**src/rtl/id_pkg.sv**
```systemverilog
// Shared encodings for the decode-stage operand block: branch conditions,
// bypass-bus layout and immediate-extension ops.
package id_pkg;

  localparam logic [2:0] BR_NONE = 3'b000;
  localparam logic [2:0] BR_EQ   = 3'b001;
  localparam logic [2:0] BR_NE   = 3'b010;
  localparam logic [2:0] BR_GEZ  = 3'b011;
  localparam logic [2:0] BR_GTZ  = 3'b100;
  localparam logic [2:0] BR_LEZ  = 3'b101;
  localparam logic [2:0] BR_LTZ  = 3'b110;

  localparam logic EXTOP_EXT = 1'b0;
  localparam logic EXTOP_LUI = 1'b1;

  localparam int unsigned BusW       = 38;
  localparam int unsigned BusWeBit   = 37;
  localparam int unsigned BusWdMsb   = 36;
  localparam int unsigned BusWdLsb   = 5;
  localparam int unsigned BusRwMsb   = 4;

  // Field order matches the bit positions above: {reg_write, wd, rw}.
  typedef struct packed {
    logic        reg_write;
    logic [31:0] wd;
    logic [4:0]  rw;
  } bypass_t;

endpackage

```
**src/rtl/operand_fwd_mux.sv**
```systemverilog
// Single-operand bypass mux: picks MEM, then WB, then GPR read data.
module operand_fwd_mux
  import id_pkg::*;
#(
  parameter int unsigned DW = 32,
  parameter int unsigned RW = 5
) (
  input  logic [RW-1:0]  idx,
  input  logic [DW-1:0]  rd,
  input  logic [BusW-1:0] mem_back,
  input  logic [BusW-1:0] wb_back,
  input  logic           use_mem_back,
  input  logic           use_wb_back,
  output logic [DW-1:0]  fwd
);

  bypass_t mem_bus;
  bypass_t wb_bus;
  logic    idx_nz;
  logic    mem_hit;
  logic    wb_hit;

  assign mem_bus = bypass_t'(mem_back);
  assign wb_bus  = bypass_t'(wb_back);
  assign idx_nz  = (idx != '0);
  assign mem_hit = use_mem_back && mem_bus.reg_write && (mem_bus.rw == idx) && idx_nz;
  assign wb_hit  = use_wb_back && wb_bus.reg_write && (wb_bus.rw == idx) && idx_nz;

  always_comb begin
    fwd = rd;
    if (mem_hit) begin
      fwd = mem_bus.wd;
    end else if (wb_hit) begin
      fwd = wb_bus.wd;
    end
  end

endmodule

```
**src/rtl/id_operand_unit.sv**
```systemverilog
// Decode-stage operand block: immediate extension, MEM/WB bypass and branch
// evaluation, with a registered copy for the ID/EX stage.
module id_operand_unit
  import id_pkg::*;
#(
  parameter int unsigned DW = 32,
  parameter int unsigned RW = 5
) (
  input  logic            clk,
  input  logic            rst,
  input  logic            en,
  input  logic            flush,
  input  logic [15:0]     imm,
  input  logic            extop,
  input  logic            exsign,
  input  logic [RW-1:0]   rs,
  input  logic [RW-1:0]   rt,
  input  logic [DW-1:0]   rd1,
  input  logic [DW-1:0]   rd2,
  input  logic [BusW-1:0] mem_back,
  input  logic [BusW-1:0] wb_back,
  input  logic            use_mem_back,
  input  logic            use_wb_back,
  input  logic [2:0]      branch_type,
  output logic [DW-1:0]   extb,
  output logic [DW-1:0]   f_rd1,
  output logic [DW-1:0]   f_rd2,
  output logic            branch_avail,
  output logic [DW-1:0]   q_extb,
  output logic [DW-1:0]   q_rd1,
  output logic [DW-1:0]   q_rd2,
  output logic            q_branch
);

  logic [DW-1:0] extb_q, rd1_q, rd2_q;
  logic          branch_q;

  always_comb begin
    extb = {16'h0, imm};
    if (extop == EXTOP_LUI) begin
      extb = {imm, 16'h0};
    end else if (exsign) begin
      extb = {{16{imm[15]}}, imm};
    end
  end

  operand_fwd_mux #(.DW(DW), .RW(RW)) u_fwd_rs (
    .idx          (rs),
    .rd           (rd1),
    .mem_back     (mem_back),
    .wb_back      (wb_back),
    .use_mem_back (use_mem_back),
    .use_wb_back  (use_wb_back),
    .fwd          (f_rd1)
  );

  operand_fwd_mux #(.DW(DW), .RW(RW)) u_fwd_rt (
    .idx          (rt),
    .rd           (rd2),
    .mem_back     (mem_back),
    .wb_back      (wb_back),
    .use_mem_back (use_mem_back),
    .use_wb_back  (use_wb_back),
    .fwd          (f_rd2)
  );

  logic rd1_neg, rd1_zero;
  assign rd1_neg  = f_rd1[DW-1];
  assign rd1_zero = (f_rd1 == '0);

  always_comb begin
    branch_avail = 1'b0;
    case (branch_type)
      BR_EQ:   branch_avail = (f_rd1 == f_rd2);
      BR_NE:   branch_avail = (f_rd1 != f_rd2);
      BR_GEZ:  branch_avail = !rd1_neg;
      BR_GTZ:  branch_avail = !rd1_neg && !rd1_zero;
      BR_LEZ:  branch_avail = rd1_neg || rd1_zero;
      BR_LTZ:  branch_avail = rd1_neg;
      default: branch_avail = 1'b0;
    endcase
  end

  // Flush outranks the load enable so a squashed slot never reaches EX.
  always_ff @(posedge clk or negedge rst) begin
    if (!rst) begin
      extb_q   <= '0;
      rd1_q    <= '0;
      rd2_q    <= '0;
      branch_q <= 1'b0;
    end else if (flush) begin
      extb_q   <= '0;
      rd1_q    <= '0;
      rd2_q    <= '0;
      branch_q <= 1'b0;
    end else if (en) begin
      extb_q   <= extb;
      rd1_q    <= f_rd1;
      rd2_q    <= f_rd2;
      branch_q <= branch_avail;
    end
  end

  assign q_extb   = extb_q;
  assign q_rd1    = rd1_q;
  assign q_rd2    = rd2_q;
  assign q_branch = branch_q;

endmodule

```
**config.mk**
```make
export PLATFORM = sky130hd
export DESIGN_NAME = id_operand_unit
export DESIGN_NICKNAME = d
export VERILOG_FILES = /design/src/rtl/id_pkg.sv /design/src/rtl/operand_fwd_mux.sv /design/src/rtl/id_operand_unit.sv
export SDC_FILE = /design/constraint.sdc
export NUM_CORES = 1
export LEC_CHECK = 0
export CORE_AREA = 2 2 143 145
export CTS_BUF_LIST = sky130_fd_sc_hd__clkbuf_8 sky130_fd_sc_hd__clkbuf_16
export DETAILED_ROUTE_END_ITERATION = 10
export DIE_AREA = 0 0 145 147
export HOLD_SLACK_MARGIN = 0.03
export PLACE_DENSITY = 0.74
export SLEW_MARGIN = 40
export SYNTH_ARGS = -nofsm -noshare
export SYNTH_HDL_FRONTEND = slang
export SYNTH_SLANG_ARGS = --single-unit
```
**constraint.sdc**
```tcl
create_clock -name clk -period 8 [get_ports clk]
set_input_delay 2.4 -clock clk [delete_from_list [all_inputs] [get_ports clk]]
set_output_delay 2.4 -clock clk [all_outputs]
set_load 0.05 [all_outputs]
```
* Word-level counts from Yosys, hierarchy flattened
Cells that the tools add are included.
** Word-level totals
- Input port bits :: 177
- Output and inout bits :: 194
- Flip-flop bits (word level) :: 97
- Word-level logic and storage cells :: 49
** Operators by class
- Reductions and logical operators :: 18
- Equality and inequality tests :: 12
- Muxes and demuxes :: 15
** Operators by type and width (number)
- $mux 32 :: 12
- $eq 32x32->1 :: 1
- $logic_not 32->1 :: 1
- $ne 32x32->1 :: 1
- $eq 5x5->1 :: 4
- $logic_and 1x1->1 :: 11
- $reduce_bool 5->1 :: 2
- $eq 3x3->1 const B :: 3
- $eq 3x2->1 const B :: 2
- $pmux 1 s6 :: 1
- $eq 3x1->1 const B :: 1
- $logic_not 1->1 :: 2
- $mux 1 :: 2
- $reduce_bool 2->1 :: 1
- $logic_or 1x1->1 :: 1

* Longest topological paths before layout
Gate-level depths: netlist (run 1).
- Word-level depth :: 11
- Mapped depth :: 12
- Gate-level depth less buffers :: 10

* Modules after synthesis
Synthesis (run 1) repeated with hierarchy kept, for this count alone.
** Unflattened totals
- Cell total of the unflattened synthesis :: 786
- Area, all modules :: 6988.0 um^2
** By module, submodules not included
- id_operand_unit :: area each 4603.2 um^2, times used 1, cells an instance 434, seq. area each 2427.3 um^2
- operand_fwd_mux :: area each 1192.4 um^2, times used 2, cells an instance 176, seq. area each 0.0 um^2

* Worst setup path after synthesis (run 1)
OpenSTA, ideal clock, no wires.
- Path kind :: input to output
- Start point :: input port rt[1]
- End point :: output port branch_avail
- Arrival time :: 5.964 ns
- Path buffers :: 1
- Slack :: -0.364 ns
- Cell stages on the path :: 11
- Required time :: 5.600 ns
- Cell sequence :: or4_4 o211ai_2 buf_2 o21ai_0 a31oi_1 or3_1 nand4_1 nor4_1 nand4_1 mux2_2 nor2_1
** Between the ends
- Word-level cells in the longest chain between the ends :: 7
- Elaborated cells on any way between the ends :: 12
- Classes of those cells :: eq/ne (4); mux (3); reduce/logical (5)
** RTL lines
- from (decl) :: line id_operand_unit.sv:17 : input logic [RW-1:0] rt,
- $eq 5x5->1 :: line operand_fwd_mux.sv:27 : assign wb_hit = use_wb_back && wb_bus.reg_write && (wb_bus.rw == idx) && idx_nz;
- $logic_and 1x1->1 (2 in series) :: line operand_fwd_mux.sv:27
- $mux 32 :: line operand_fwd_mux.sv:33 : end else if (wb_hit) begin
- $mux 32 (*) :: line operand_fwd_mux.sv:31 : if (mem_hit) begin
- via f_rd2[12] :: line id_operand_unit.sv:27 : output logic [DW-1:0] f_rd2,
- $ne 32x32->1 or $eq 32x32->1 (tied branches) :: line id_operand_unit.sv:75, id_operand_unit.sv:74
- $pmux 1 s6 (*) :: line id_operand_unit.sv:73 : case (branch_type)
- to (decl) :: line id_operand_unit.sv:28 : output logic branch_avail,
Mark *: on every way through the listed nets, which the timed path passes. The rest lies on a longest branch.

* Final worst setup path (run 1)
- Start point :: input port rt[1]
- End point :: output port branch_avail
** Between the ends
- Word-level cells in the longest chain between the ends :: 7
- Elaborated cells on any way between the ends :: 12
- Classes of those cells :: eq/ne (4); mux (3); reduce/logical (5)
** RTL lines (line)
- $eq 5x5->1 :: operand_fwd_mux.sv:27
- $logic_and 1x1->1 (2 in series) :: operand_fwd_mux.sv:27
- $mux 32 :: operand_fwd_mux.sv:33
- $mux 32 (*) :: operand_fwd_mux.sv:31
- $ne 32x32->1 or $eq 32x32->1 (tied branches) :: id_operand_unit.sv:75, id_operand_unit.sv:74
- $pmux 1 s6 (*) :: id_operand_unit.sv:73
Mark *: on every way between the ends. The rest lies on a longest branch, timed or not.

==> impl_metrics.prom, run 1 <==
# TYPE chip_impl_metric gauge
chip_impl_metric{name="layout_overhead_on_the_synthesized_area",unit="%"} 104
chip_impl_metric{name="maxCapViolCount",unit=""} 0
chip_impl_metric{name="routability_cong",unit=""} 1.00
chip_impl_metric{name="htree_num_levels",unit=""} 3
chip_impl_metric{name="synth_area_per_cell",unit="sq um"} 7.82
chip_impl_metric{name="route.vias.total",unit=""} 9992
chip_impl_info{name="crit_path_start_kind",value="input port"} 1
chip_impl_metric{name="worst_hold_slack",unit="ns"} 0.521
chip_impl_metric{name="drive_gt1_share",unit="%"} 29.9
chip_impl_info{name="synth_ff_type",value="sky130_fd_sc_hd__dfrtp_1"} 1
chip_impl_metric{name="synth_simple_gate_area_share",unit="%"} 26.0
chip_impl_info{name="yosys.area.top_type",value="sky130_fd_sc_hd__dfrtp_1"} 1
chip_impl_metric{name="syn_inst",unit=""} 903
chip_impl_metric{name="start_util",unit="%"} 35.6
chip_impl_metric{name="share_comb_of_total_power",unit="%"} 48.0
chip_impl_metric{name="postLayoutCellArea",unit="sq mm"} 0.0144
chip_impl_metric{name="dpl-instance-area",unit="sq mm"} 0.0129
chip_impl_metric{name="design.die.area",unit="sq mm"} 0.0213
chip_impl_metric{name="fin_setup_tns",unit="ns"} 0
chip_impl_metric{name="grt_start_max_net_pins",unit=""} 99
chip_impl_info{name="path_class",value="in -> out"} 1
chip_impl_metric{name="internal_power",unit="mW"} 1.12
chip_impl_metric{name="grt_pass1_wl",unit="mm"} 57.7
chip_impl_metric{name="timing.reg2reg.setup_slack",unit="ns"} 7.15
chip_impl_metric{name="worst_ir_drop_vdd",unit="mV"} 0.104
chip_impl_metric{name="multiplexer_share_of_the_synthesized_area",unit="%"} 7.11
chip_impl_info{name="run_status",value="finished clean"} 1
chip_impl_metric{name="synth_fa_ha_area_share",unit="%"} 0
chip_impl_info{name="crit_path_cell_trace",value="dlygate4sd2_1, or4_4, o211a_1, buf_12, buf_4, nand3_2, a31oi_4, o21ai_1, nand4_1, nor4_2, nand4_1, mux2_4, nor2_4, buf_12"} 1
chip_impl_metric{name="port_buffers",unit=""} 370
chip_impl_metric{name="worstMarginPinSlew",unit="ns"} 0.782
chip_impl_metric{name="timing.final.max_slew_violations",unit=""} 0
chip_impl_metric{name="core",unit="sq mm"} 0.0198
chip_impl_metric{name="tritoncts_buffers",unit=""} 9
chip_impl_metric{name="critical_path_data_required_time",unit="ns"} 5.60
chip_impl_info{name="synth_top_cells_by_area",value="sky130_fd_sc_hd__dfrtp_1 (34%), sky130_fd_sc_hd__nor2_1 (8.9%), sky130_fd_sc_hd__mux2i_1 (6.9%), sky130_fd_sc_hd__a41oi_1 (4.0%), sky130_fd_sc_hd__o21ai_0 (3.6%)"} 1
chip_impl_metric{name="number_of_fill_cells_in_the_layout",unit=""} 1516
chip_impl_metric{name="total_power_density_per_cell_area",unit="mW/mm^2"} 130
chip_impl_metric{name="switchingPower",unit="uW"} 746
chip_impl_metric{name="crit_buf_inv",unit=""} 4
chip_impl_metric{name="rows",unit=""} 52
chip_impl_metric{name="power.share.switching",unit="%"} 40.0
chip_impl_metric{name="globalRouteOverflowTotal",unit=""} 0
chip_impl_metric{name="antenna_found_initial",unit=""} 4
chip_impl_metric{name="via_density_per_instance",unit=""} 5.85
chip_impl_metric{name="power_frac_seq",unit="%"} 28.6
chip_impl_metric{name="slew-limit-headroom",unit="%"} 47.9
chip_impl_info{name="root_buffer",value="sky130_fd_sc_hd__clkbuf_16"} 1
chip_impl_info{name="crit_family",value="simple AND/OR/NAND/NOR gates"} 1
chip_impl_metric{name="drt_iter0_markers",unit=""} 940
chip_impl_metric{name="synth.yosys.seq_area_share",unit="%"} 34.4
chip_impl_metric{name="timing.clock.skew",unit="ns"} 0
chip_impl_metric{name="crit_cells",unit=""} 14
chip_impl_metric{name="final_period_minus_worst_setup_slack",unit="ns"} 7.96
chip_impl_metric{name="syn_nets",unit=""} 1080
chip_impl_metric{name="worst_hold_path.num_cells",unit=""} 2
chip_impl_metric{name="worstPathMaxFanout",unit=""} 26
chip_impl_metric{name="detail_route.wl_per_cell",unit="um"} 23.3
chip_impl_metric{name="async_flop_share",unit="%"} 100
chip_impl_metric{name="ys_seq_elements",unit=""} 97
chip_impl_metric{name="clk-insertion-delay-late",unit="ns"} 0.35
chip_impl_metric{name="fp.dieW",unit="um"} 145
chip_impl_metric{name="setup_ws",unit="ns"} 0.0448
chip_impl_metric{name="io_pins",unit=""} 371
chip_impl_metric{name="min_period_over_period",unit="%"} 99.4
chip_impl_metric{name="synthDistinctLibCells",unit=""} 45
chip_impl_metric{name="dpl.hpwl",unit="mm"} 29.4
chip_impl_metric{name="grt_use_total",unit="%"} 35.2
chip_impl_info{name="worstHoldPathType",value="reg -> reg"} 1
chip_impl_metric{name="worst_ep_arrival_time",unit="ns"} 5.56
chip_impl_metric{name="cpPeakStageDelay",unit="ns"} 0.58
chip_impl_metric{name="drt.antenna.violating_nets",unit=""} 0
chip_impl_metric{name="worst-r2r-cell-count",unit=""} 2
chip_impl_metric{name="report.final.hold_viol_count",unit=""} 0
chip_impl_metric{name="clk_pin_slew",unit="ns"} 0.07
chip_impl_info{name="critPathSlowestCell",value="sky130_fd_sc_hd__or4_4"} 1
chip_impl_metric{name="report.final.setup_viol",unit=""} 0
chip_impl_info{name="combinational_family_with_the_most_area_after_synthesis",value="simple AND/OR/NAND/NOR gates"} 1
chip_impl_info{name="cts_tree",value="built"} 1
chip_impl_metric{name="synth_xor_xnor_area_share",unit="%"} 1.99
chip_impl_metric{name="synthesis.yosys.warnings",unit=""} 0
chip_impl_info{name="endpoint_kind",value="primary output"} 1
chip_impl_metric{name="vias_in_the_first_global_route",unit=""} 9732
chip_impl_metric{name="fin_total_pwr",unit="mW"} 1.86
chip_impl_metric{name="die_h",unit="um"} 147
chip_impl_metric{name="yosysTopAreaCellShare",unit="%"} 34.4
chip_impl_metric{name="clockPowerShare",unit="%"} 23.4
chip_impl_metric{name="drt-total-wl",unit="mm"} 39.9
chip_impl_metric{name="nNetsFinal",unit=""} 1608
chip_impl_metric{name="worst_setup_slack_post_dpl",unit="ns"} -0.290
chip_impl_metric{name="synth_enable_flop_cells",unit=""} 0
chip_impl_metric{name="leakagePower",unit="nW"} 6.21
chip_impl_metric{name="drt_pass1_iterations",unit=""} 6
chip_impl_metric{name="clock.fmax",unit="MHz"} 126
chip_impl_metric{name="drc",unit=""} 0
chip_impl_metric{name="cts.path.max_buffers",unit=""} 2
chip_impl_metric{name="synth_compound_gate_area_share",unit="%"} 23.5
chip_impl_metric{name="clock_sinks",unit=""} 97
chip_impl_metric{name="mappedNetlistArea",unit="sq mm"} 0.00706
[routing by layer]
layer / share of wire (%) / GRT usage [%]
met1: 36 / 41.7
met2: 48 / 60.8
met3: 9.8 / 8.32
met4: 6.1 / 16.3
met5: 0.040 / 0
[state kept, by name (all words and copies together) (netlist names)]
| name | count |
|---|---|
| q_extb | 32 |
| q_rd1 | 32 |
| q_rd2 | 32 |
| q_branch | 1 |
[power groups by stage]
stage	Combinational, mW	Clock [mW]	Sequential (mW)
after global routing	0.927	0.462	0.537
after global placement	0.815	0	0.542
after CTS	0.855	0.443	0.534
after detailed placement	0.819	0	0.543
final	0.894	0.436	0.534
after floorplan	0.298	0	0.639
[final cells by class]
type                    count  area, sq um  share of cell area, %
repair buffers            599         6400                   44.5
multi-input cells         686         4790                   33.3
flip-flops and latches     97         2430                   16.9
well taps                 270          338                   2.35
clock buffers               9          225                   1.57
inverters                  38          143                  0.991
clock inverters             7         61.3                  0.426
diodes                      3         7.51                 0.0522
[what timing repair did]
action	in CTS	in global routing
endpoints found under the setup margin	1	2
pin swaps	19	41
gates cloned	3	6
hold buffers	0	0
gates resized for setup	56	96
setup buffers	32	15
[Yosys cell counts, types with 15 or more instances]
master                     number
sky130_fd_sc_hd__mux2i_1       49
sky130_fd_sc_hd__a31oi_2       16
sky130_fd_sc_hd__or3_1         33
sky130_fd_sc_hd__a211oi_1      30
sky130_fd_sc_hd__nor3_1        32
sky130_fd_sc_hd__clkbuf_1      56
sky130_fd_sc_hd__dfrtp_1       97
sky130_fd_sc_hd__a21oi_1       33
sky130_fd_sc_hd__inv_1         37
sky130_fd_sc_hd__nand4_1       21
sky130_fd_sc_hd__a31oi_1       16
sky130_fd_sc_hd__nor2b_1       16
sky130_fd_sc_hd__nor2_1       167
sky130_fd_sc_hd__o22ai_1       16
sky130_fd_sc_hd__nand2_1       36
sky130_fd_sc_hd__o21ai_0       51
sky130_fd_sc_hd__nand3_1       34
sky130_fd_sc_hd__a311oi_1      15
sky130_fd_sc_hd__nor4_1        40
sky130_fd_sc_hd__a41oi_1       32
[kinds of logic (layout without fill, tap and decap cells)]
logic type,count (synthesis),in the layout
and+or+nand+nor,386,386
AOI/OAI and AO/OA,234,234
buffers and inverters,120,653
DFF,97,97
muxes,50,50
xor gates and xnor gates,16,16
other,0,3
[layout by cell type (no fill, tap or decap), drive strengths merged, types with 3 or more instances in the layout]
master         synthesis  layout
a211oi                32      32
a21oi                 33      33
a311oi                15      15
a31oi                 32      32
a41oi                 32      32
and4                   3       3
buf                   25     292
clkbuf                57      17
clkdlybuf4s50          0     278
clkinv                 0       3
dfrtp                 97      97
diode                  0       3
dlygate4sd2            0       6
dlymetal6s2s           0      15
inv                   38      41
mux2i                 49      49
nand2                 36      36
nand3                 34      34
nand4                 21      21
nor2                 168     168
nor2b                 16      16
nor3                  32      32
nor4                  40      40
o21ai                 64      64
o22ai                 16      16
or3                   33      33
xnor2                 12      12
xor2                   4       4
[worst min-delay path: stages (launching register included)]
cell and delay [ns]:
sky130_fd_sc_hd__dfrtp_1 0.35, sky130_fd_sc_hd__mux2i_1 0.06, sky130_fd_sc_hd__nor2_1 0.07
[per-stage QoR]
stage / util, % / cells
floorplan: - / 903
global placement: 65.2 / 1635
detailed placement: 65.3 / 1635
CTS: 69.5 / 1686
global route: 72.5 / 1709
finish: 72.5 / 1709
[worst paths after layout]
| kind | start | endpoint |
|---|---|---|
| min in group asynchronous | rst | q_rd2[15]$_DFFE_PN0P_ |
| setup / recovery | rt[1] | branch_avail |
| hold reg to reg | q_extb[10]$_DFFE_PN0P_ | q_extb[10]$_DFFE_PN0P_ |
| max in group asynchronous | rst | q_rd1[6]$_DFFE_PN0P_ |
| hold / removal | q_extb[10]$_DFFE_PN0P_ | q_extb[10]$_DFFE_PN0P_ |
| setup reg to reg | q_extb[25]$_DFFE_PN0P_ | q_extb[25]$_DFFE_PN0P_ |
Power figures use the tool's default switching activity.
==> run 2: changes to the inputs <==
--- a/config.mk
+++ b/config.mk
@@ -11,7 +11,6 @@
 export DIE_AREA = 0 0 145 147
 export HOLD_SLACK_MARGIN = 0.03
 export PLACE_DENSITY = 0.74
-export SLEW_MARGIN = 40
 export SYNTH_ARGS = -nofsm -noshare
 export SYNTH_HDL_FRONTEND = slang
 export SYNTH_SLANG_ARGS = --single-unit
==> impl_metrics.prom, run 2 (synthesis gave the netlist of run 1 again) <==
# TYPE chip_impl_metric gauge
chip_impl_metric{name="design.die.area",unit="sq mm"} 0.0213
chip_impl_metric{name="grt_start_max_net_pins",unit=""} 99
chip_impl_metric{name="clk-insertion-delay-late",unit="ns"} 0.35
chip_impl_metric{name="detail_route.wl_per_cell",unit="um"} 23.7
chip_impl_info{name="root_buffer",value="sky130_fd_sc_hd__clkbuf_16"} 1
chip_impl_metric{name="finalCoreUtilization",unit="%"} 72.0
chip_impl_metric{name="io_pins",unit=""} 371
chip_impl_metric{name="power.share.switching",unit="%"} 40.1
chip_impl_metric{name="slew-limit-headroom",unit="%"} 28.6
chip_impl_info{name="run_status",value="finished clean"} 1
chip_impl_metric{name="total_power_density_per_cell_area",unit="mW/mm^2"} 130
chip_impl_metric{name="clk_pin_slew",unit="ns"} 0.07
chip_impl_metric{name="drc",unit=""} 0
chip_impl_metric{name="switchingPower",unit="uW"} 747
chip_impl_metric{name="timing.clock.skew",unit="ns"} 0
chip_impl_metric{name="clock.fmax",unit="MHz"} 125
chip_impl_metric{name="worstMarginPinSlew",unit="ns"} 1.07
chip_impl_metric{name="cts.path.max_buffers",unit=""} 2
chip_impl_metric{name="clockPowerShare",unit="%"} 24.0
chip_impl_metric{name="worst_ir_drop_vdd",unit="mV"} 0.105
chip_impl_metric{name="worst_ep_arrival_time",unit="ns"} 5.60
chip_impl_metric{name="drt.antenna.violating_nets",unit=""} 0
chip_impl_metric{name="port_buffers",unit=""} 370
chip_impl_metric{name="leakagePower",unit="nW"} 6.11
chip_impl_info{name="crit_path_start_kind",value="input port"} 1
chip_impl_metric{name="drive_gt1_share",unit="%"} 29.0
chip_impl_metric{name="routability_cong",unit=""} 1.00
chip_impl_metric{name="internal_power",unit="mW"} 1.12
chip_impl_metric{name="postLayoutCellArea",unit="sq mm"} 0.0143
chip_impl_metric{name="dpl-instance-area",unit="sq mm"} 0.0129
chip_impl_metric{name="htree_num_levels",unit=""} 3
chip_impl_metric{name="drt-total-wl",unit="mm"} 39.9
chip_impl_metric{name="antenna_found_initial",unit=""} 2
chip_impl_metric{name="grt_use_total",unit="%"} 35.2
chip_impl_metric{name="maxCapViolCount",unit=""} 0
chip_impl_metric{name="timing.reg2reg.setup_slack",unit="ns"} 7.14
chip_impl_metric{name="critical_path_data_required_time",unit="ns"} 5.60
chip_impl_metric{name="final_period_minus_worst_setup_slack",unit="ns"} 8.00
chip_impl_metric{name="report.final.setup_viol",unit=""} 0
chip_impl_metric{name="drt_iter0_markers",unit=""} 842
chip_impl_info{name="path_class",value="in -> out"} 1
chip_impl_metric{name="route.vias.total",unit=""} 9924
chip_impl_info{name="worstHoldPathType",value="reg -> reg"} 1
chip_impl_info{name="endpoint_kind",value="primary output"} 1
chip_impl_metric{name="rows",unit=""} 52
chip_impl_metric{name="share_comb_of_total_power",unit="%"} 47.3
chip_impl_info{name="final_common_cell",value="sky130_fd_sc_hd__clkdlybuf4s50_1"} 1
chip_impl_metric{name="tritoncts_buffers",unit=""} 9
chip_impl_metric{name="vias_in_the_first_global_route",unit=""} 9625
chip_impl_metric{name="core",unit="sq mm"} 0.0198
chip_impl_metric{name="power_frac_seq",unit="%"} 28.6
chip_impl_metric{name="via_density_per_instance",unit=""} 5.88
chip_impl_metric{name="fp.dieW",unit="um"} 145
chip_impl_metric{name="worstPathMaxFanout",unit=""} 8
chip_impl_metric{name="dpl.hpwl",unit="mm"} 29.3
chip_impl_metric{name="die_h",unit="um"} 147
chip_impl_metric{name="globalRouteOverflowTotal",unit=""} 0
chip_impl_metric{name="nNetsFinal",unit=""} 1587
chip_impl_metric{name="min_period_over_period",unit="%"} 100
chip_impl_metric{name="fin_setup_tns",unit="ns"} 0
chip_impl_metric{name="clock_sinks",unit=""} 97
chip_impl_metric{name="start_util",unit="%"} 35.6
chip_impl_metric{name="report.final.hold_viol_count",unit=""} 0
chip_impl_metric{name="timing.final.max_slew_violations",unit=""} 0
chip_impl_metric{name="grt_pass1_wl",unit="mm"} 57.8
chip_impl_info{name="most-common-layout-cells",value="sky130_fd_sc_hd__clkdlybuf4s50_1 (280), sky130_fd_sc_hd__buf_4 (184), sky130_fd_sc_hd__nor2_1 (161)"} 1
chip_impl_metric{name="layout_overhead_on_the_synthesized_area",unit="%"} 102
chip_impl_info{name="cts_tree",value="built"} 1
chip_impl_metric{name="drt_pass1_iterations",unit=""} 8
chip_impl_metric{name="fin_total_pwr",unit="mW"} 1.86
-- run 2: cell types whose count changed in the layout (fill, tap and decap cells not counted), moves of 4 or more --
cell / previous run / this run
sky130_fd_sc_hd__buf_4: 198 / 184
sky130_fd_sc_hd__buf_6: 17 / 7
sky130_fd_sc_hd__o21ai_1: 20 / 27
sky130_fd_sc_hd__nor2_1: 156 / 161
sky130_fd_sc_hd__a211oi_2: 19 / 15
sky130_fd_sc_hd__a211oi_4: 11 / 17
sky130_fd_sc_hd__o21ai_0: 43 / 35
-- run 2: per-stage QoR --
| step | hold slack (ns) | worst slack [ns] | std cells |
|---|---|---|---|
| global route | 0.551 | -0.0935 | 1687 |
| finish | 0.519 | 0.00310 | 1687 |
| detailed placement | 0.506 | -0.297 | 1635 |
| CTS | 0.527 | 0.000908 | 1665 |
| global placement | 0.499 | -0.306 | 1635 |
| floorplan | 0.775 | 0.160 | 903 |
-- run 2: final timing paths --
kind | start | endpoint | cells past startpoint
setup / recovery | rs[1] | branch_avail | 14
hold / removal | q_extb[10]$_DFFE_PN0P_ | q_extb[10]$_DFFE_PN0P_ | 2
setup reg to reg | q_extb[25]$_DFFE_PN0P_ | q_extb[25]$_DFFE_PN0P_ | 2
hold reg to reg | q_extb[10]$_DFFE_PN0P_ | q_extb[10]$_DFFE_PN0P_ | 2
max in group asynchronous | rst | q_extb[21]$_DFFE_PN0P_ | 2
min in group asynchronous | rst | q_rd2[24]$_DFFE_PN0P_ | 1
-- run 2: routing by layer --
layer,GRT usage (%),vias to the layer above,wire [um],share of wire (%)
li1,-,4350,-,-
met1,42.3,4660,14600,37
met2,60.6,722,19100,48
met3,8.76,192,3990,10
met4,14.3,0,2120,5.3
met5,0,-,0,0
-- run 2: power by group through the flow --
stage / sequential, mW / clock (mW) / combinational [mW]
finish: 0.534 / 0.448 / 0.882
global route: 0.537 / 0.476 / 0.913
floorplan: 0.639 / 0 / 0.298
CTS: 0.534 / 0.460 / 0.844
detailed placement: 0.543 / 0 / 0.819
global placement: 0.542 / 0 / 0.815
-- run 2: repair_timing --
item / 4_1_cts / 5_1_grt
resized for setup: 69 / 93
cloned: 2 / 5
pin swaps: 21 / 54
setup endpoints to repair: 1 / 1
setup buffers: 12 / 17
hold buffers: 0 / 0
-- run 2: worst max-delay path: stages --
cell and delay (ns):
sky130_fd_sc_hd__dlygate4sd2_1 0.32, sky130_fd_sc_hd__a221oi_4 0.35, sky130_fd_sc_hd__buf_12 0.17, sky130_fd_sc_hd__buf_4 0.14
sky130_fd_sc_hd__a41oi_1 0.22, sky130_fd_sc_hd__a211oi_4 0.32, sky130_fd_sc_hd__o22ai_1 0.18, sky130_fd_sc_hd__nor4_2 0.40
sky130_fd_sc_hd__buf_4 0.19, sky130_fd_sc_hd__nand4_1 0.18, sky130_fd_sc_hd__a211o_1 0.31, sky130_fd_sc_hd__o211ai_1 0.16
sky130_fd_sc_hd__nor2_4 0.07, sky130_fd_sc_hd__buf_12 0.15
-- run 2: final cells by class --
class | instances | area, sq um
diodes | 2 | 5.00
clock buffers | 10 | 239
clock inverters | 6 | 57.6
fillers | 1475 | 5560
inverters | 38 | 143
multi-input cells | 686 | 4850
flip-flops and latches | 97 | 2430
well taps | 270 | 338
repair buffers | 578 | 6220
==> run 3: changes to the inputs <==
--- a/config.mk
+++ b/config.mk
@@ -6,7 +6,7 @@
 export NUM_CORES = 1
 export LEC_CHECK = 0
 export CORE_AREA = 2 2 143 145
-export CTS_BUF_LIST = sky130_fd_sc_hd__clkbuf_8 sky130_fd_sc_hd__clkbuf_16
+export CTS_BUF_LIST = sky130_fd_sc_hd__clkbuf_16
 export DETAILED_ROUTE_END_ITERATION = 10
 export DIE_AREA = 0 0 145 147
 export HOLD_SLACK_MARGIN = 0.03
==> impl_metrics.prom, run 3 (synthesis gave the netlist of run 1 again) <==
# TYPE chip_impl_metric gauge
chip_impl_metric{name="cts.path.max_buffers",unit=""} 2
chip_impl_info{name="final_common_cell",value="sky130_fd_sc_hd__clkdlybuf4s50_1"} 1
chip_impl_metric{name="fp.dieW",unit="um"} 145
chip_impl_metric{name="cpPeakStageDelay",unit="ns"} 0.41
chip_impl_metric{name="worstMarginPinSlew",unit="ns"} 1.07
chip_impl_metric{name="fin_setup_tns",unit="ns"} -0.00206
chip_impl_metric{name="routed_wire_length_on_met2",unit="mm"} 19.2
chip_impl_metric{name="clock_sinks",unit=""} 97
chip_impl_metric{name="layout_overhead_on_the_synthesized_area",unit="%"} 102
chip_impl_metric{name="timing.clock.skew",unit="ns"} 0
chip_impl_metric{name="critical_path_data_required_time",unit="ns"} 5.60
chip_impl_metric{name="dpl.hpwl",unit="mm"} 29.3
chip_impl_metric{name="drc",unit=""} 0
chip_impl_metric{name="grt_use_total",unit="%"} 35.2
chip_impl_metric{name="worst_ep_arrival_time",unit="ns"} 5.60
chip_impl_metric{name="seqCellArea",unit="sq mm"} 0.00243
chip_impl_metric{name="port_buffers",unit=""} 370
chip_impl_info{name="root_buffer",value="sky130_fd_sc_hd__clkbuf_16"} 1
chip_impl_metric{name="htree_num_levels",unit=""} 3
chip_impl_info{name="top_signal_layer_used",value="met4"} 1
chip_impl_metric{name="io_pins",unit=""} 371
chip_impl_metric{name="clock.fmax",unit="MHz"} 125
chip_impl_metric{name="worst_ir_drop_vdd",unit="mV"} 0.104
chip_impl_metric{name="wl_met1",unit="mm"} 14.7
chip_impl_metric{name="worstPathMaxFanout",unit=""} 8
chip_impl_info{name="run_status",value="finished, violations left"} 1
chip_impl_metric{name="maxCapViolCount",unit=""} 0
chip_impl_metric{name="fin_total_pwr",unit="mW"} 1.85
chip_impl_metric{name="die_h",unit="um"} 147
chip_impl_metric{name="rows",unit=""} 52
chip_impl_metric{name="tritoncts_buffers",unit=""} 9
chip_impl_metric{name="slew-limit-headroom",unit="%"} 28.5
chip_impl_metric{name="min_period_over_period",unit="%"} 100
chip_impl_metric{name="total_power_density_per_cell_area",unit="mW/mm^2"} 130
chip_impl_info{name="cts_tree",value="built"} 1
chip_impl_metric{name="leakagePower",unit="nW"} 6.11
chip_impl_metric{name="multiInputGateArea",unit="sq mm"} 0.00485
chip_impl_metric{name="vias_in_the_first_global_route",unit=""} 9625
chip_impl_metric{name="routability_cong",unit=""} 1.00
chip_impl_info{name="crit_family",value="compound AO/OA/AOI/OAI gates"} 1
chip_impl_metric{name="number_of_fill_cells_in_the_layout",unit=""} 1476
chip_impl_metric{name="clk_pin_slew",unit="ns"} 0.07
chip_impl_metric{name="detail_route.wl_per_cell",unit="um"} 23.7
chip_impl_info{name="crit_path_cell_trace",value="dlygate4sd2_1, a221oi_4, buf_12, buf_4, a41oi_1, a211oi_4, o22ai_1, nor4_2, buf_4, nand4_1, a211o_1, o211ai_1, nor2_4, buf_12"} 1
chip_impl_metric{name="grt_start_max_net_pins",unit=""} 99
chip_impl_info{name="critPathSlowestCell",value="sky130_fd_sc_hd__nor4_2"} 1
chip_impl_info{name="most-common-layout-cells",value="sky130_fd_sc_hd__clkdlybuf4s50_1 (280), sky130_fd_sc_hd__buf_4 (184), sky130_fd_sc_hd__nor2_1 (161)"} 1
chip_impl_metric{name="postLayoutCellArea",unit="sq mm"} 0.0143
chip_impl_metric{name="report.final.hold_viol_count",unit=""} 0
chip_impl_metric{name="setup_ws",unit="ns"} -0.00206
chip_impl_metric{name="detailroute.wirelength.met3",unit="mm"} 3.99
chip_impl_metric{name="core",unit="sq mm"} 0.0198
chip_impl_info{name="worstHoldPathType",value="reg -> reg"} 1
chip_impl_metric{name="clk-insertion-delay-late",unit="ns"} 0.35
chip_impl_metric{name="globalRouteOverflowTotal",unit=""} 0
chip_impl_metric{name="drt_pass1_iterations",unit=""} 6
chip_impl_metric{name="drt_iter0_markers",unit=""} 848
chip_impl_info{name="endpoint_kind",value="primary output"} 1
chip_impl_metric{name="grt_pass1_wl",unit="mm"} 57.8
chip_impl_metric{name="start_util",unit="%"} 35.6
chip_impl_metric{name="design.die.area",unit="sq mm"} 0.0213
chip_impl_metric{name="via_density_per_instance",unit=""} 5.88
chip_impl_metric{name="crit_buf_inv",unit=""} 5
chip_impl_metric{name="drt.antenna.violating_nets",unit=""} 0
chip_impl_metric{name="dpl-instance-area",unit="sq mm"} 0.0129
chip_impl_metric{name="report.final.setup_viol",unit=""} 1
chip_impl_metric{name="route.vias.total",unit=""} 9913
chip_impl_metric{name="antenna_found_initial",unit=""} 2
chip_impl_info{name="failed_checks",value="negative setup slack"} 1
chip_impl_info{name="crit_path_start_kind",value="input port"} 1
chip_impl_metric{name="timing.final.max_slew_violations",unit=""} 0
chip_impl_metric{name="drt-total-wl",unit="mm"} 39.9
chip_impl_info{name="path_class",value="in -> out"} 1
chip_impl_metric{name="final_period_minus_worst_setup_slack",unit="ns"} 8.00
chip_impl_metric{name="nNetsFinal",unit=""} 1587
chip_impl_metric{name="worst_hold_slack",unit="ns"} 0.519
chip_impl_metric{name="drive_gt1_share",unit="%"} 29.0
[run 3: per-stage QoR]
step	instances	setup WS, ns	util, %
after floorplan	903	0.160	-
after global routing	1687	-0.0935	71.9
after detailed placement	1635	-0.297	65.2
final	1687	-0.00206	71.9
after global placement	1635	-0.306	65.2
after CTS	1665	0.000908	69.1
[run 3: metal layers]
layer  vias to the layer above  global-route usage (%)
met1                      4640                    42.3
met2                       735                    60.6
met4                         0                    14.3
met5                         -                       0
li1                       4352                       -
met3                       186                    8.76
[run 3: what timing repair did]
item | CTS | global route
hold endpoints to repair | 0 | 0
hold buffers | 0 | 0
setup buffers | 12 | 17
pin swaps | 21 | 54
resized for setup | 69 | 93
endpoints found under the setup margin | 1 | 1
cloned | 2 | 5
[run 3: worst paths after layout]
| check | slack (ns) | end | cells after the start | start |
|---|---|---|---|---|
| min | 0.52 | q_extb[10]$_DFFE_PN0P_ | 2 | q_extb[10]$_DFFE_PN0P_ |
| min reg2reg | 0.52 | q_extb[10]$_DFFE_PN0P_ | 2 | q_extb[10]$_DFFE_PN0P_ |
| max | -0.002 | branch_avail | 14 | rs[1] |
| max in group asynchronous | 4.82 | q_extb[21]$_DFFE_PN0P_ | 2 | rst |
| max reg2reg | 7.14 | q_extb[25]$_DFFE_PN0P_ | 2 | q_extb[25]$_DFFE_PN0P_ |
| min in group asynchronous | 1.97 | q_rd2[24]$_DFFE_PN0P_ | 1 | rst |
[run 3: area by class of cell]
type | instances | area share [%]
diodes | 2 | 0.0351
clock buffers | 9 | 1.58
clock inverters | 7 | 0.430
inverters | 38 | 0.999
multi-input cells | 686 | 34.0
flip-flops and latches | 97 | 17.0
well taps | 270 | 2.37
repair buffers | 578 | 43.6
[run 3: tightest hold or removal path: stages (launching register included)]
cell,delay (ns)
sky130_fd_sc_hd__dfrtp_1,0.35
sky130_fd_sc_hd__mux2i_1,0.06
sky130_fd_sc_hd__nor2_1,0.07
[run 3: power breakdown]
group          internal (mW)  leakage, nW  switching, mW
registers              0.518         1.29         0.0162
clock network          0.218        0.141          0.219
logic                  0.372         4.67          0.510
